**config.mk**
```make
export PLATFORM = sky130hd
export DESIGN_NAME = i2s_tx_stereo
export DESIGN_NICKNAME = d
export VERILOG_FILES = /design/src/rtl/i2s_pkg.sv /design/src/rtl/i2s_sclk_gen.sv /design/src/rtl/i2s_tx_stereo.sv
export SDC_FILE = /design/constraint.sdc
export NUM_CORES = 1
export LEC_CHECK = 0
export BUFFER_PORTS_ARGS = -buffer_cell sky130_fd_sc_hd__buf_2
export CORE_MARGIN = 2
export CORE_UTILIZATION = 45
export CTS_BUF_LIST = sky130_fd_sc_hd__clkbuf_4 sky130_fd_sc_hd__clkbuf_8
export DETAILED_ROUTE_END_ITERATION = 7
export PLACE_DENSITY = 0.68
export SETUP_SLACK_MARGIN = 0.02
export SYNTH_ARGS = -nofsm -noshare
export SYNTH_HDL_FRONTEND = slang
export SYNTH_HIERARCHICAL = 1
export SYNTH_SLANG_ARGS = --single-unit
```
**constraint.sdc**
```tcl
create_clock -name clk48m -period 2 [get_ports clk48m]
set_input_delay 0.4 -clock clk48m [delete_from_list [all_inputs] [get_ports clk48m]]
set_output_delay 0.4 -clock clk48m [all_outputs]
set_load 0.01 [all_outputs]
```
**src/rtl/i2s_pkg.sv**
```systemverilog
// Shared definitions for the stereo I2S transmitter: frame-word layout,
// frame-position counter width and parameter legality checks.
package i2s_pkg;

  localparam int unsigned MAX_SLOT_W   = 32;
  localparam int unsigned DEF_SLOT_W   = 16;
  localparam int unsigned DEF_P_W      = $clog2(2 * DEF_SLOT_W);

  typedef logic [MAX_SLOT_W-1:0]   sample_t;
  typedef logic [2*MAX_SLOT_W-1:0] frame_t;

  function automatic int unsigned cnt_width(input int unsigned slot_w);
    return $clog2(2 * slot_w);
  endfunction

  function automatic bit params_ok(input int unsigned sample_w,
                                   input int unsigned slot_w,
                                   input int unsigned sclk_div);
    return (sample_w >= 2) && (slot_w >= sample_w) &&
           (slot_w <= MAX_SLOT_W) && (sclk_div >= 2);
  endfunction

  // Samples arrive zero-extended; each is left-justified in its slot so the
  // padding bits past sample_w go out as zeros after the sample.
  function automatic frame_t frame_word(input sample_t     left,
                                        input sample_t     right,
                                        input int unsigned sample_w,
                                        input int unsigned slot_w);
    frame_t l_part;
    frame_t r_part;
    l_part = frame_t'(left)  << (2 * slot_w - sample_w);
    r_part = frame_t'(right) << (slot_w - sample_w);
    return l_part | r_part;
  endfunction

endpackage

```
**src/rtl/i2s_sclk_gen.sv**
```systemverilog
// Bit-clock generator: divides clk48m into sclk and flags the cycle on which
// sclk falls so the serialiser can update in the same register update.
module i2s_sclk_gen #(
  parameter int unsigned SCLK_DIV = 16
) (
  input  logic clk48m,
  input  logic rst_n,
  output logic sclk,
  output logic fall
);

  localparam int unsigned   DW       = $clog2(SCLK_DIV);
  localparam logic [DW-1:0] DIV_LAST = DW'(SCLK_DIV - 1);

  logic [DW-1:0] div_cnt;
  logic          term;

  assign term = (div_cnt == DIV_LAST);
  assign fall = term && sclk;

  always_ff @(posedge clk48m or negedge rst_n) begin
    if (!rst_n) begin
      div_cnt <= '0;
      sclk    <= 1'b0;
    end else if (term) begin
      div_cnt <= '0;
      sclk    <= ~sclk;
    end else begin
      div_cnt <= div_cnt + DW'(1);
    end
  end

endmodule

```
**src/rtl/i2s_tx_stereo.sv**
```systemverilog
// Parametrised stereo Philips-I2S transmitter with a one-entry holding register.
// Define I2S_TX_UNDERRUN_MUTE_EN to send silence (and forget the last pair) on underrun.
module i2s_tx_stereo
  import i2s_pkg::*;
#(
  parameter int unsigned SAMPLE_W = 16,
  parameter int unsigned SLOT_W   = 16,
  parameter int unsigned SCLK_DIV = 16
) (
  input  logic                clk48m,
  input  logic                rst_n,
  input  logic [SAMPLE_W-1:0] in_left,
  input  logic [SAMPLE_W-1:0] in_right,
  input  logic                in_valid,
  output logic                in_ready,
  output logic                underrun,
  output logic                sclk,
  output logic                lrclk,
  output logic                dout
);

  localparam int unsigned   FW      = 2 * SLOT_W;
  localparam int unsigned   PW      = cnt_width(SLOT_W);
  localparam logic [PW-1:0] P_LAST  = PW'(FW - 1);
  localparam logic [PW-1:0] P_LOAD  = PW'(1);
  localparam logic [PW-1:0] P_RIGHT = PW'(SLOT_W);

  if (!params_ok(SAMPLE_W, SLOT_W, SCLK_DIV)) begin : g_param_check
    $error("i2s_tx_stereo: illegal SAMPLE_W/SLOT_W/SCLK_DIV combination");
  end

  logic                fall;
  logic [PW-1:0]       p;
  logic [PW-1:0]       p_next;
  logic [FW-1:0]       sr;
  logic [FW-1:0]       frame;
  logic [SAMPLE_W-1:0] hold_l;
  logic [SAMPLE_W-1:0] hold_r;
  logic                hold_full;

  i2s_sclk_gen #(.SCLK_DIV(SCLK_DIV)) u_sclk_gen (
    .clk48m (clk48m),
    .rst_n  (rst_n),
    .sclk   (sclk),
    .fall   (fall)
  );

  // Holding data is kept after a load, so it doubles as the last-sent pair.
  assign p_next   = (p == P_LAST) ? '0 : p + PW'(1);
  assign frame    = FW'(frame_word(sample_t'(hold_l), sample_t'(hold_r), SAMPLE_W, SLOT_W));
  assign in_ready = !hold_full;
  assign dout     = sr[FW-1];

  always_ff @(posedge clk48m or negedge rst_n) begin
    if (!rst_n) begin
      p         <= P_LAST;
      lrclk     <= 1'b1;
      sr        <= '0;
      hold_l    <= '0;
      hold_r    <= '0;
      hold_full <= 1'b0;
      underrun  <= 1'b0;
    end else begin
      underrun <= 1'b0;
      if (fall) begin
        p     <= p_next;
        lrclk <= (p_next >= P_RIGHT);
        if (p_next == P_LOAD) begin
          if (hold_full) begin
            sr        <= frame;
            hold_full <= 1'b0;
          end else begin
            underrun <= 1'b1;
`ifdef I2S_TX_UNDERRUN_MUTE_EN
            sr     <= '0;
            hold_l <= '0;
            hold_r <= '0;
`else
            sr <= frame;
`endif
          end
        end else begin
          sr <= {sr[FW-2:0], 1'b0};
        end
      end
      // Placed after the load so a pair arriving on a muting underrun survives.
      if (in_valid && !hold_full) begin
        hold_l    <= in_left;
        hold_r    <= in_right;
        hold_full <= 1'b1;
      end
    end
  end

endmodule

```
# After elaboration in Yosys (flattened, before gate mapping)
# Cells that the tools add are included.
[word_totals] register_bits=77 output_inout_bits=5 input_bits=35 elab_cells=32
[op_classes] n_eq_ne=3 reduce_logical=6 add_sub_neg=2 bitwise_logic=2 order_cmp=1 mux=9
[op_table] operator="$mux W32" count=1
[op_table] operator="$or A32 B16 Y32" count=1
[op_table] operator="$mux W1" count=6
[op_table] operator="$add A5 B1 Y5 const B" count=1
[op_table] operator="$eq A5 B1 Y1 const B" count=1
[op_table] operator="$eq A5 B5 Y1 const B" count=1
[op_table] operator="$ge A5 B5 Y1 const B" count=1
[op_table] operator="$mux W5" count=1
[op_table] operator="$add A4 B1 Y4 const B" count=1
[op_table] operator="$eq A4 B4 Y1 const B" count=1
[op_table] operator="$mux W4" count=1
[op_table] operator="$reduce_bool A2 Y1" count=2
[op_table] operator="$logic_and A1 B1 Y1" count=2
[op_table] operator="$reduce_and A2 Y1" count=1
[op_table] operator="$logic_not A1 Y1" count=1
[op_table] operator="$not A1 Y1" count=1

# Depth between registers and ports, before layout
[logic_depth] word_depth=6 mapped_depth=9 mapped_depth_nobuf=7

# By module
# Netlist, hierarchy kept.
[by_module_without_submodules] mod="i2s_tx_stereo" seq_area_each_um2=1783.0 n_inst=1 area_per_inst_um2=3442.1 cells_each=286
[by_module_without_submodules] mod="i2s_sclk_gen" seq_area_each_um2=125.1 n_inst=1 area_per_inst_um2=210.2 cells_each=17

# Worst setup path after synthesis
# Ideal clock, no wire load.
[synth_timing] path_type="register to register" from="register p[0]" to="register sr[22]" setup_ns=0.141 path_buffers=2 arrival_ns=1.915 period_less_slack_ns=2.056 slack_ns=-0.056 t_required_ns=1.859 path_stages_with_launch=10 cell_sequence="dfstp_2 -> ha_1 -> and3_1 -> ha_1 -> nand2b_1 -> a21oi_2 -> and2_4 -> buf_12 -> buf_12 -> o221ai_2"
[synth_between] elab_chain_len=4 elab_cells_between_ends=5 cone_classes="1 x add/sub; 2 x eq/ne; 2 x mux"
[synth_rtl] element="start, declared" line_no="i2s_tx_stereo.sv:33" text="logic [PW-1:0] p;"
[synth_rtl] element="start signal, assigned" line_no="i2s_tx_stereo.sv:66" text="p <= p_next;"
[synth_rtl] element="$add A5 B1 Y5 or $eq A5 B5 Y1 (tied branches)" line_no="i2s_tx_stereo.sv:49" text="assign p_next = (p == P_LAST) ? '0 : p + PW'(1);"
[synth_rtl] element="$mux W5 (*)" line_no="i2s_tx_stereo.sv:49"
[synth_rtl] element="net p_next[4]" line_no="i2s_tx_stereo.sv:34" text="logic [PW-1:0] p_next;"
[synth_rtl] element="$eq A5 B1 Y1 (*)" line_no="i2s_tx_stereo.sv:68" text="if (p_next == P_LOAD) begin"
[synth_rtl] element="$mux W32 (*)" line_no="i2s_tx_stereo.sv:68"
[synth_rtl] element="end signal, assigned" line_no="i2s_tx_stereo.sv:70" text="sr <= frame;"
[synth_rtl] element="end signal, assigned" line_no="i2s_tx_stereo.sv:79" text="sr <= frame;"
[synth_rtl] element="end signal, assigned" line_no="i2s_tx_stereo.sv:83" text="sr <= {sr[FW-2:0], 1'b0};"
[synth_rtl] element="end, declared" line_no="i2s_tx_stereo.sv:35" text="logic [FW-1:0] sr;"
# The timed path passes the listed nets; every way through them passes the cells marked *.
# A chain may end at the register's enable or synchronous reset.

# Worst setup path after layout
[layout_timing] from="register p[1]" to="register sr[16]"
# The elaborated chain is that of the path after synthesis.

==> metrics.txt <==
Comb pwr share under 10%; # rows 32; hold path depth 2; leakage 1.87 nW; Flop pwr share between 50% and 60%; CTS Sinks between 70 and 80; worst vdd ir between 0.4 and 0.5 mV; setup TNS -0.103 ns; remaining antenna violation count after routing 0; final max-slew violation count 0; DRT iter0 DRCs approximately 120; CP peak stage delay 0.58 ns; commonest non-fill, non-tap cells in the layout dfrtp_1 (71), buf_2 (38), inv_1 (37), nand2_1 (35); status finished, violations left; DP HPWL 4360 um; worst hold path class in -> reg; routed vias between 2k and 2.5k; PortBufs 39; vias in the first global route roughly 2.4k; number of diodes 0; post-layout min period ~2 ns; CP Cell Sequence ha_4, and3_4, ha_4, nand2b_4, a21oi_4, and2_4, buf_12, o221ai_2; failing checks negative setup slack; CTS clk-pin slew, worst paths around 0.080 ns; Final setup viols 13; initial antenna violation count 0; GRT Total Usage about 17%; CP bufs+invs 1; f_max about 500 MHz; Worst Setup End Kind register; most numerous cell on the critical path ha_4; GRT overflow 0; Num CTS Buffers 9; drt drc 0; Seq/Total Area, Yosys a little over half; NumNets Final roughly 390; Final Skew between 0.009 and 0.01 ns; fillcell total 662; die area approximately 8900 um2; post-synthesis register bit count 76; multi-input logic area ~1500 um2; Worst-Skew Late Latency 0.35 ns; Max clock buf depth 2; P_int ~2.7 mW; MaxCap Viol Count 0; # IOs 40; R2R depth 8; DR vias/cell around 5.3; Post-Syn Area between 3000 and 4000 um2; Worst EP required ~2.2 ns; CTS tree built; Hold Fails Final Rpt 0; worst setup margin -0.0145 ns; commonest non-fill, non-tap cell in the layout dfrtp_1; cell count after synthesis ~300; Critical Path AT 2.24 ns; Crit path max-delay family simple AND/OR/NAND/NOR gates; Crit. path cell count 8; Setup WS pre-CTS 0.0282 ns; H-tree depth 3; Tightest Pin Transition just over 0.4 ns; area growth from synthesis to layout 21.0%; Netlist cell types 35; CP Launch Type register; routability cong. between 0.7 and 0.8; largest net degree at the start of global routing 66; RSZ-0062 raised after global routing true; die span in x approximately 94 um; root buffer cell clkbuf_8; share of cells above drive strength 1 roughly 34%; register area ~1900 um2; clock power share about two fifths; post-synth top area share between 40% and 50%; Synth Warn # 6; Post-Syn Nets about 340; Synth Area per Inst approximately 12 um2; worst setup path category reg -> reg; synth top area cells dfrtp_1 (49%), o221ai_2 (12%), mux2_1 (9.2%), nand4_1 (5.1%), inv_1 (3.8%); Initial Util 46.8%; max_slew headroom 72.6%; height of the die 94.1 um; maximum fanout along the worst path 10; Yosys top cell by area dfrtp_1; global-route wire length before repair about 11000 um; switching share of power between 20% and 30%; PD cells about 790 nW/um2; Core ar. between 7000 and 8000 um2; Slowest cell on crit path dfstp_2; final period utilization 101%; DR pass1 iterations 4; DR WL/cell between 15 and 20 um; WL final approximately 7000 um; net switching power between 700 and 800 uW
## per-stage QoR
step                instances  power, mW  area, um2  util [%]  hold WS (ns)
global placement          434       2.10       4100      52.5         0.365
finish                    453       3.49       4420      56.6         0.260
global route              453       3.64       4420      56.6         0.248
detailed placement        434       2.13       4100      52.5         0.368
floorplan                 303       2.00       3680         -         0.104
CTS                       450       3.53       4350      55.7         0.242
## layout make-up
type                            instances  share of cell area, %
Clock inverter                          4                   2.24
Tap cell                              102                   2.89
Multi-Input combinational cell        165                   33.9
Sequential cell                        76                   43.2
Clock buffer                           11                   3.14
Timing Repair Buffer                   58                   11.6
Inverter                               37                   3.14
## worst register-to-register path: stages, from the launching register on
cell	delay, ns
dfstp_2	0.58
ha_4	0.14
and3_4	0.17
ha_4	0.19
nand2b_4	0.15
a21oi_4	0.12
and2_4	0.26
buf_12	0.17
o221ai_2	0.11
## cells in the mapped netlist, drive strengths merged
master and instances:
inv 37, ha 4, nand2 35, nand2b 1, o21ai 5, nand3 4
and2b 1, mux2 33, nor2 3, xor2 2, a311o 1, nand4 30
dfrtp 71, dfstp 5, and3 2, mux2i 1, clkbuf 13, nor2b 3
a31o 1, and2 2, xnor2 1, a31oi 2, a221o 1, and4b 1
buf 12, a21oi 2, o221ai 30
## power by group through the flow
stage	Clock, mW	Sequential [mW]	Combinational [mW]
finish	1.40	1.80	0.288
detailed placement	0	1.83	0.294
global route	1.49	1.82	0.327
floorplan	0	1.80	0.198
CTS	1.43	1.80	0.297
global placement	0	1.82	0.279
## routing by layer
layer  vias to the layer above  global-route usage (%)  routed length, um
li1                       1167                       -                  -
met1                      1182                    22.3               3150
met2                        49                    26.0               3310
met3                         7                    5.14                297
met4                         0                    4.59                 63
met5                         -                       0                  0
## flip-flops by register name (all words and copies together) (netlist names)
signal / count
sr: 32
hold_l: 16
hold_r: 16
p: 4
u_sclk_gen/div_cnt: 4
hold_full: 1
lrclk: 1
u_sclk_gen/sclk: 1
underrun: 1
## cell families after synthesis
logic type | count (synthesis) | synth area share [%]
AND/OR/NAND/NOR | 82 | 11.7
flip-flops | 76 | 52.2
buffers and inverters | 62 | 8.43
AO/OA/AOI/OAI | 42 | 14.8
multiplexers | 34 | 10.8
adder cells (fa/ha/maj) | 4 | 1.37
XOR/XNOR | 3 | 0.720
## path summary, 6_finish.rpt
check                                      start                    end  slack, ns
min                                   in_left[7]              hold_l[7]       0.26
min in group asynchronous                  rst_n              hold_full       0.53
min reg2reg                u_sclk_gen/div_cnt[0]  u_sclk_gen/div_cnt[0]       0.48
max                                         p[1]                 sr[16]      -0.01
max reg2reg                                 p[1]                 sr[16]      -0.01
max in group asynchronous                  rst_n                  sr[5]       0.91
## what timing repair did
action | in CTS | in global routing
hold buffers | 1 | 0
hold endpoints to repair | 24 | 0
resized for setup | 0 | 2
endpoints found under the setup margin | 24 | 34
gates cloned | 0 | 1
setup buffers | 0 | 2
pin swaps | 1 | 17
Power figures use the tool's default switching activity.
